[config.mk]
export PLATFORM = sky130hd
export DESIGN_NAME = tdm_demux4_rx
export DESIGN_NICKNAME = d
export VERILOG_FILES = /design/src/rtl/tdm_demux4_rx.sv
export SDC_FILE = /design/constraint.sdc
export NUM_CORES = 1
export LEC_CHECK = 0
export CAP_MARGIN = 20
export CORE_MARGIN = 2
export CORE_UTILIZATION = 58
export CTS_BUF_LIST = sky130_fd_sc_hd__clkbuf_2 sky130_fd_sc_hd__clkbuf_4 sky130_fd_sc_hd__clkbuf_8
export CTS_CLUSTER_DIAMETER = 50
export DETAILED_ROUTE_END_ITERATION = 8
export PLACE_DENSITY = 0.86
export SLEW_MARGIN = 10
export SYNTH_ARGS = -nofsm -noshare
export SYNTH_HDL_FRONTEND = slang
export SYNTH_SLANG_ARGS = --single-unit
[constraint.sdc]
create_clock -name clk -period 2.5 [get_ports clk]
set_input_delay 0.25 -clock clk [delete_from_list [all_inputs] [get_ports clk]]
set_output_delay 0.25 -clock clk [all_outputs]
set_load 0.05 [all_outputs]
[src/rtl/tdm_demux4_rx.sv]
// -----------------------------------------------------------------------------
// tdm_demux4_rx
//
// Receive end of a four-slot TDM serial link. The block locks onto the
// one-slot frame marker, deserialises each frame (slot 0..3 = channel a..d)
// and presents the four channel bits in parallel with a one-cycle strobe.
//
// Parameters:
//   LOCK_FRAMES  consecutive correctly placed markers needed to lock (1..7)
//
// Ports:
//   clk          rising-edge clock
//   rst_n        synchronous active-low reset
//   en           slot strobe: one slot is consumed per cycle with en=1
//   din          serial data bit of the current slot
//   fsync        frame marker, 1 on slot 0 (only meaningful with en=1)
//   a,b,c,d      channel bits of the last delivered frame (registered)
//   frame_valid  one-cycle pulse when a..d update
//   locked       1 while the FSM is in LOCKED
//   sync_err     one-cycle pulse on loss of frame alignment
//   dbg_state    {fsm state (1 = LOCKED), good_cnt} for observation
//
// Handshake: there is no back-pressure. A slot is transferred on every rising
// edge where en=1; cycles with en=0 change nothing except the pulse outputs.
// -----------------------------------------------------------------------------
module tdm_demux4_rx #(
  parameter int LOCK_FRAMES = 2
) (
  input  logic       clk,
  input  logic       rst_n,
  input  logic       en,
  input  logic       din,
  input  logic       fsync,
  output logic       a,
  output logic       b,
  output logic       c,
  output logic       d,
  output logic       frame_valid,
  output logic       locked,
  output logic       sync_err,
  output logic [3:0] dbg_state
);

  typedef enum logic {
    ST_HUNT   = 1'b0,
    ST_LOCKED = 1'b1
  } state_t;

  localparam logic [2:0] LOCK_CNT = 3'(LOCK_FRAMES);

  state_t      r_state;
  logic [1:0]  r_slot;
  logic [2:0]  r_good_cnt;
  logic [2:0]  r_sh;
  logic        r_a, r_b, r_c, r_d;
  logic        r_frame_valid;
  logic        r_sync_err;

  state_t      w_state_nxt;
  logic [2:0]  w_good_nxt;
  logic [2:0]  w_good_inc;
  logic        w_accept;
  logic [1:0]  w_idx;
  logic        w_update;
  logic        w_err;

  assign w_good_inc = r_good_cnt + 3'd1;

  // Next-state decode. A marker always forces the accepted slot index to 0,
  // which is how realignment and the first frame after HUNT both work.
  always_comb begin
    w_state_nxt = r_state;
    w_good_nxt  = r_good_cnt;
    w_accept    = 1'b0;
    w_idx       = fsync ? 2'd0 : r_slot;
    w_update    = 1'b0;
    w_err       = 1'b0;
    if (en) begin
      case (r_state)
        ST_HUNT: begin
          if (r_good_cnt == 3'd0) begin
            // Idle: wait for any marker; everything else is discarded.
            if (fsync) begin
              w_accept   = 1'b1;
              w_good_nxt = 3'd1;
              if (LOCK_CNT <= 3'd1) w_state_nxt = ST_LOCKED;
            end
          end else if (fsync) begin
            w_accept = 1'b1;
            if (r_slot == 2'd0) begin
              w_good_nxt = w_good_inc;
              if (w_good_inc >= LOCK_CNT) w_state_nxt = ST_LOCKED;
            end else begin
              // Marker in the wrong place: restart counting from this frame.
              w_good_nxt = 3'd1;
              if (LOCK_CNT <= 3'd1) w_state_nxt = ST_LOCKED;
            end
          end else if (r_slot == 2'd0) begin
            // Expected marker missing.
            w_good_nxt = 3'd0;
          end else begin
            w_accept = 1'b1;
          end
        end
        ST_LOCKED: begin
          if (fsync) begin
            w_accept = 1'b1;
            if (r_slot != 2'd0) begin
              w_err       = 1'b1;
              w_state_nxt = ST_HUNT;
              w_good_nxt  = 3'd1;
            end
          end else if (r_slot == 2'd0) begin
            w_err       = 1'b1;
            w_state_nxt = ST_HUNT;
            w_good_nxt  = 3'd0;
          end else begin
            w_accept = 1'b1;
            // Slot 3 can only be reached without a marker, so a frame that
            // ended in an error never gets here.
            if (r_slot == 2'd3) w_update = 1'b1;
          end
        end
        default: w_state_nxt = ST_HUNT;
      endcase
    end
  end

  always_ff @(posedge clk) begin
    if (!rst_n) begin
      r_state       <= ST_HUNT;
      r_slot        <= 2'd0;
      r_good_cnt    <= 3'd0;
      r_sh          <= 3'd0;
      r_a           <= 1'b0;
      r_b           <= 1'b0;
      r_c           <= 1'b0;
      r_d           <= 1'b0;
      r_frame_valid <= 1'b0;
      r_sync_err    <= 1'b0;
    end else begin
      r_state       <= w_state_nxt;
      r_good_cnt    <= w_good_nxt;
      r_frame_valid <= w_update;
      r_sync_err    <= w_err;
      if (w_accept) begin
        if (w_idx == 2'd3) begin
          r_slot <= 2'd0;
        end else begin
          r_sh[w_idx] <= din;
          r_slot      <= w_idx + 2'd1;
        end
      end
      if (w_update) begin
        r_a <= r_sh[0];
        r_b <= r_sh[1];
        r_c <= r_sh[2];
        r_d <= din;
      end
    end
  end

  assign a           = r_a;
  assign b           = r_b;
  assign c           = r_c;
  assign d           = r_d;
  assign frame_valid = r_frame_valid;
  assign sync_err    = r_sync_err;
  assign locked      = (r_state == ST_LOCKED);
  assign dbg_state   = {r_state, r_good_cnt};

endmodule

==> key figures <==
Critical path
  • Slowest CP cell: clkdlybuf4s50_1
  • Crit path from: locked
  • Worst path cell trace: clkdlybuf4s50_1
  • Crit path buf inv count: 1
  • CP peak stage delay: approximately 900 ps
  • Worst flop-to-flop path startpoint: r_good_cnt[0]
  • Crit path max fanout: 15
  • Delay-heaviest family, CP: buffers and inverters
  • Critical path class: reg -> out
  • Critical path endpoint category: output pin
  • Critical Path RT: 2250 ps
  • Startpoint Class: flip-flop
  • Crit path DAT: 1820 ps

Timing
  • Fin worst setup slack: around 430 ps
  • Setup TNS: 0 ps
  • Layout Skew: around 4.6 ps
  • Slew @ Worst Pin: ~690 ps
  • Final min period: just over 2000 ps
  • Rel. slew slack: 0.5368
  • Setup-failing EPs final: 0
  • Hold Vio Cnt, Final: 0
  • Pins Over Slew Limit: 0
  • Unrepaired setup endpoints after global routing: false
  • Final Cycle Share: 0.8293
  • Fmax: around 0.48 GHz
  • Hold_ws: 476.1 ps

Layout
  • Core Util, Final: 0.7292
  • Area Overhead vs Synth: 16.91%
  • Ant. Diodes: 0
  • Layout cells sized above 1: 0.07438
  • Nets: 136
  • Design area: ~1100 um2
  • Filler cells: 110
  • Most frequent cells in the layout: dfxtp_1 (15), clkdlybuf4s50_1 (15), nand2_1 (12)
  • Reg area: between 300 and 400 um2
  • Post-layout instance count excluding filler cells: around 140
  • Multi-input logic area: between 500 and 600 um2

Route
  • Iteration-0 DRC Markers: 44
  • Wire per inst: between 10 and 15 um
  • Post-route DRC violation count: 0
  • Vias: 861
  • Routed WL: around 2.0 mm
  • Post-DRT Antenna Nets: 0
  • Vias per std cell: approximately 6.3
  • DR pass1 iterations: 4

Logic synthesis
  • Synth unique cells: 38
  • Syn. warnings: 0
  • Synth Cell Area: around 940 um2
  • FF+latch count, synth: 15
  • Syn_area_per_cell: around 8.6 um2
  • EDFF count, synth: 0
  • Post-Synthesis Cells: roughly 110
  • Register area share after synthesis: 0.3196
  • Async SR Flop Fraction: 0
  • Top_reg_cell synth: dfxtp_1
  • Syn Nets: roughly 120

GRT
  • Antenna violations before repair: 0
  • Largest net degree at the start of global routing: 16
  • Total gr overflow: 0
  • Vias in the first global route: 800
  • Overall fraction of global-route tracks in use: 0.2294
  • First-pass GRT wire length: about 3.4 mm

Power and ir drop
  • Maximum vdd ir drop: 0.2307 mV
  • Post-route total power: 480.3 uW
  • Leak: 0.4153 nW
  • Pwr Density: 437.2 nW/um2

Clock tree
  • Post-cts resize count: 0
  • Clock Latency Late Sink: 290 ps
  • Max Root-Sink Buffers: 2
  • Post-CTS setup buffers: 0
  • CTS hold repair buffers: 0
  • TritonCTS clock tree: done
  • Cts bufs inserted: 3
  • Root buf cell: clkbuf_4
  • Sink Count: 15
  • H-Tree Depth: 1
  • Clock Pin Slew Worst Setup and Hold Paths: about 100 ps

Status
  • Outcome: complete, no violations

Floorplan
  • Die height: roughly 44 um
  • Starting Density: 0.6238
  • CORE AREA: 1506 um2
  • Die Wd: between 40 and 50 um
  • I/O pins: 16
  • Die ar.: between 1500 and 2000 um2
  • Row count: 14

Hold path
  • Hold crit path type: reg -> reg
  • Worst min-delay path startpoint: r_sh[2]

Place
  • Placed insts: between 100 and 150
  • Port-buffer cells: 15
  • Area after DPL: roughly 1100 um2
  • Dpl ws: approximately 440 ps
  • Post-DP HPWL: about 1.4 mm
  • Final Wtd Congestion: 0.9227

Run
  • Number of max-cap violations: 0
[cell type report]
| class | count | area share |
|---|---|---|
| clock buffers | 3 | 0.02050 |
| repair buffers | 15 | 0.1367 |
| multi-input cells | 78 | 0.5159 |
| clock inverters | 1 | 0.004556 |
| inverters | 9 | 0.03075 |
| flip-flops and latches | 15 | 0.2733 |
| well taps | 16 | 0.01822 |
[synthesized netlist by cell type, types with 2 or more instances]
cell	instances	share of area
a211oi_1	5	0.040
a21oi_1	6	0.032
and3b_1	2	0.019
clkbuf_1	4	0.016
dfxtp_1	15	0.32
ha_1	9	0.12
inv_1	8	0.032
mux2i_1	5	0.053
nand2_1	12	0.048
nand3_1	4	0.021
nand3b_1	3	0.024
nor2b_1	2	0.013
nor3_1	3	0.016
nor4b_1	2	0.019
o2111ai_1	2	0.019
o21ai_0	4	0.021
or2_2	2	0.013
[state kept, by name, indices dropped and copies added, names as in the netlist]
| signal | count |
|---|---|
| a | 1 |
| b | 1 |
| c | 1 |
| d | 1 |
| frame_valid | 1 |
| locked | 1 |
| r_good_cnt | 3 |
| r_sh | 3 |
| r_slot | 2 |
| sync_err | 1 |
[report_power, final]
part / switching, mW / internal (mW) / leakage, nW / total (mW)
Sequential: 0.00740 / 0.244 / 0.121 / 0.251
Clock: 0.0861 / 0.0596 / 0.0177 / 0.146
Combinational: 0.0508 / 0.0328 / 0.276 / 0.0836
Total: 0.144 / 0.336 / 0.415 / 0.480
[final timing paths]
| path | end | slack (ps) | depth (start not counted) |
|---|---|---|---|
| setup reg to reg | r_sh[0] | 700 | 5 |
| hold reg to reg | r_sh[2] | 480 | 2 |
| setup / recovery | locked | 430 | 1 |
| hold / removal | r_sh[2] | 480 | 2 |
[layer usage]
layer / vias to the layer above / routed length (um) / GRT usage / part of all wire
li1: 415 / - / - / -
met1: 397 / 874 / 0.3010 / 0.44
met4: 0 / 12 / 0.05455 / 0.0060
met5: - / 0 / 0 / 0
met3: 2 / 159 / 0.03673 / 0.080
met2: 47 / 949 / 0.3941 / 0.48
[cells by family (layout without fill, tap and decap cells)]
group,count (synthesis),in the layout,synth area share
simple gates,37,37,0.2264
compound gates,26,26,0.1944
buf+inv,16,28,0.07722
flops,15,15,0.3196
fa+ha+maj,9,9,0.1198
mux,5,5,0.05326
xor+xnor,1,1,0.009323
No activity file was read; power rests on OpenSTA's default activity.
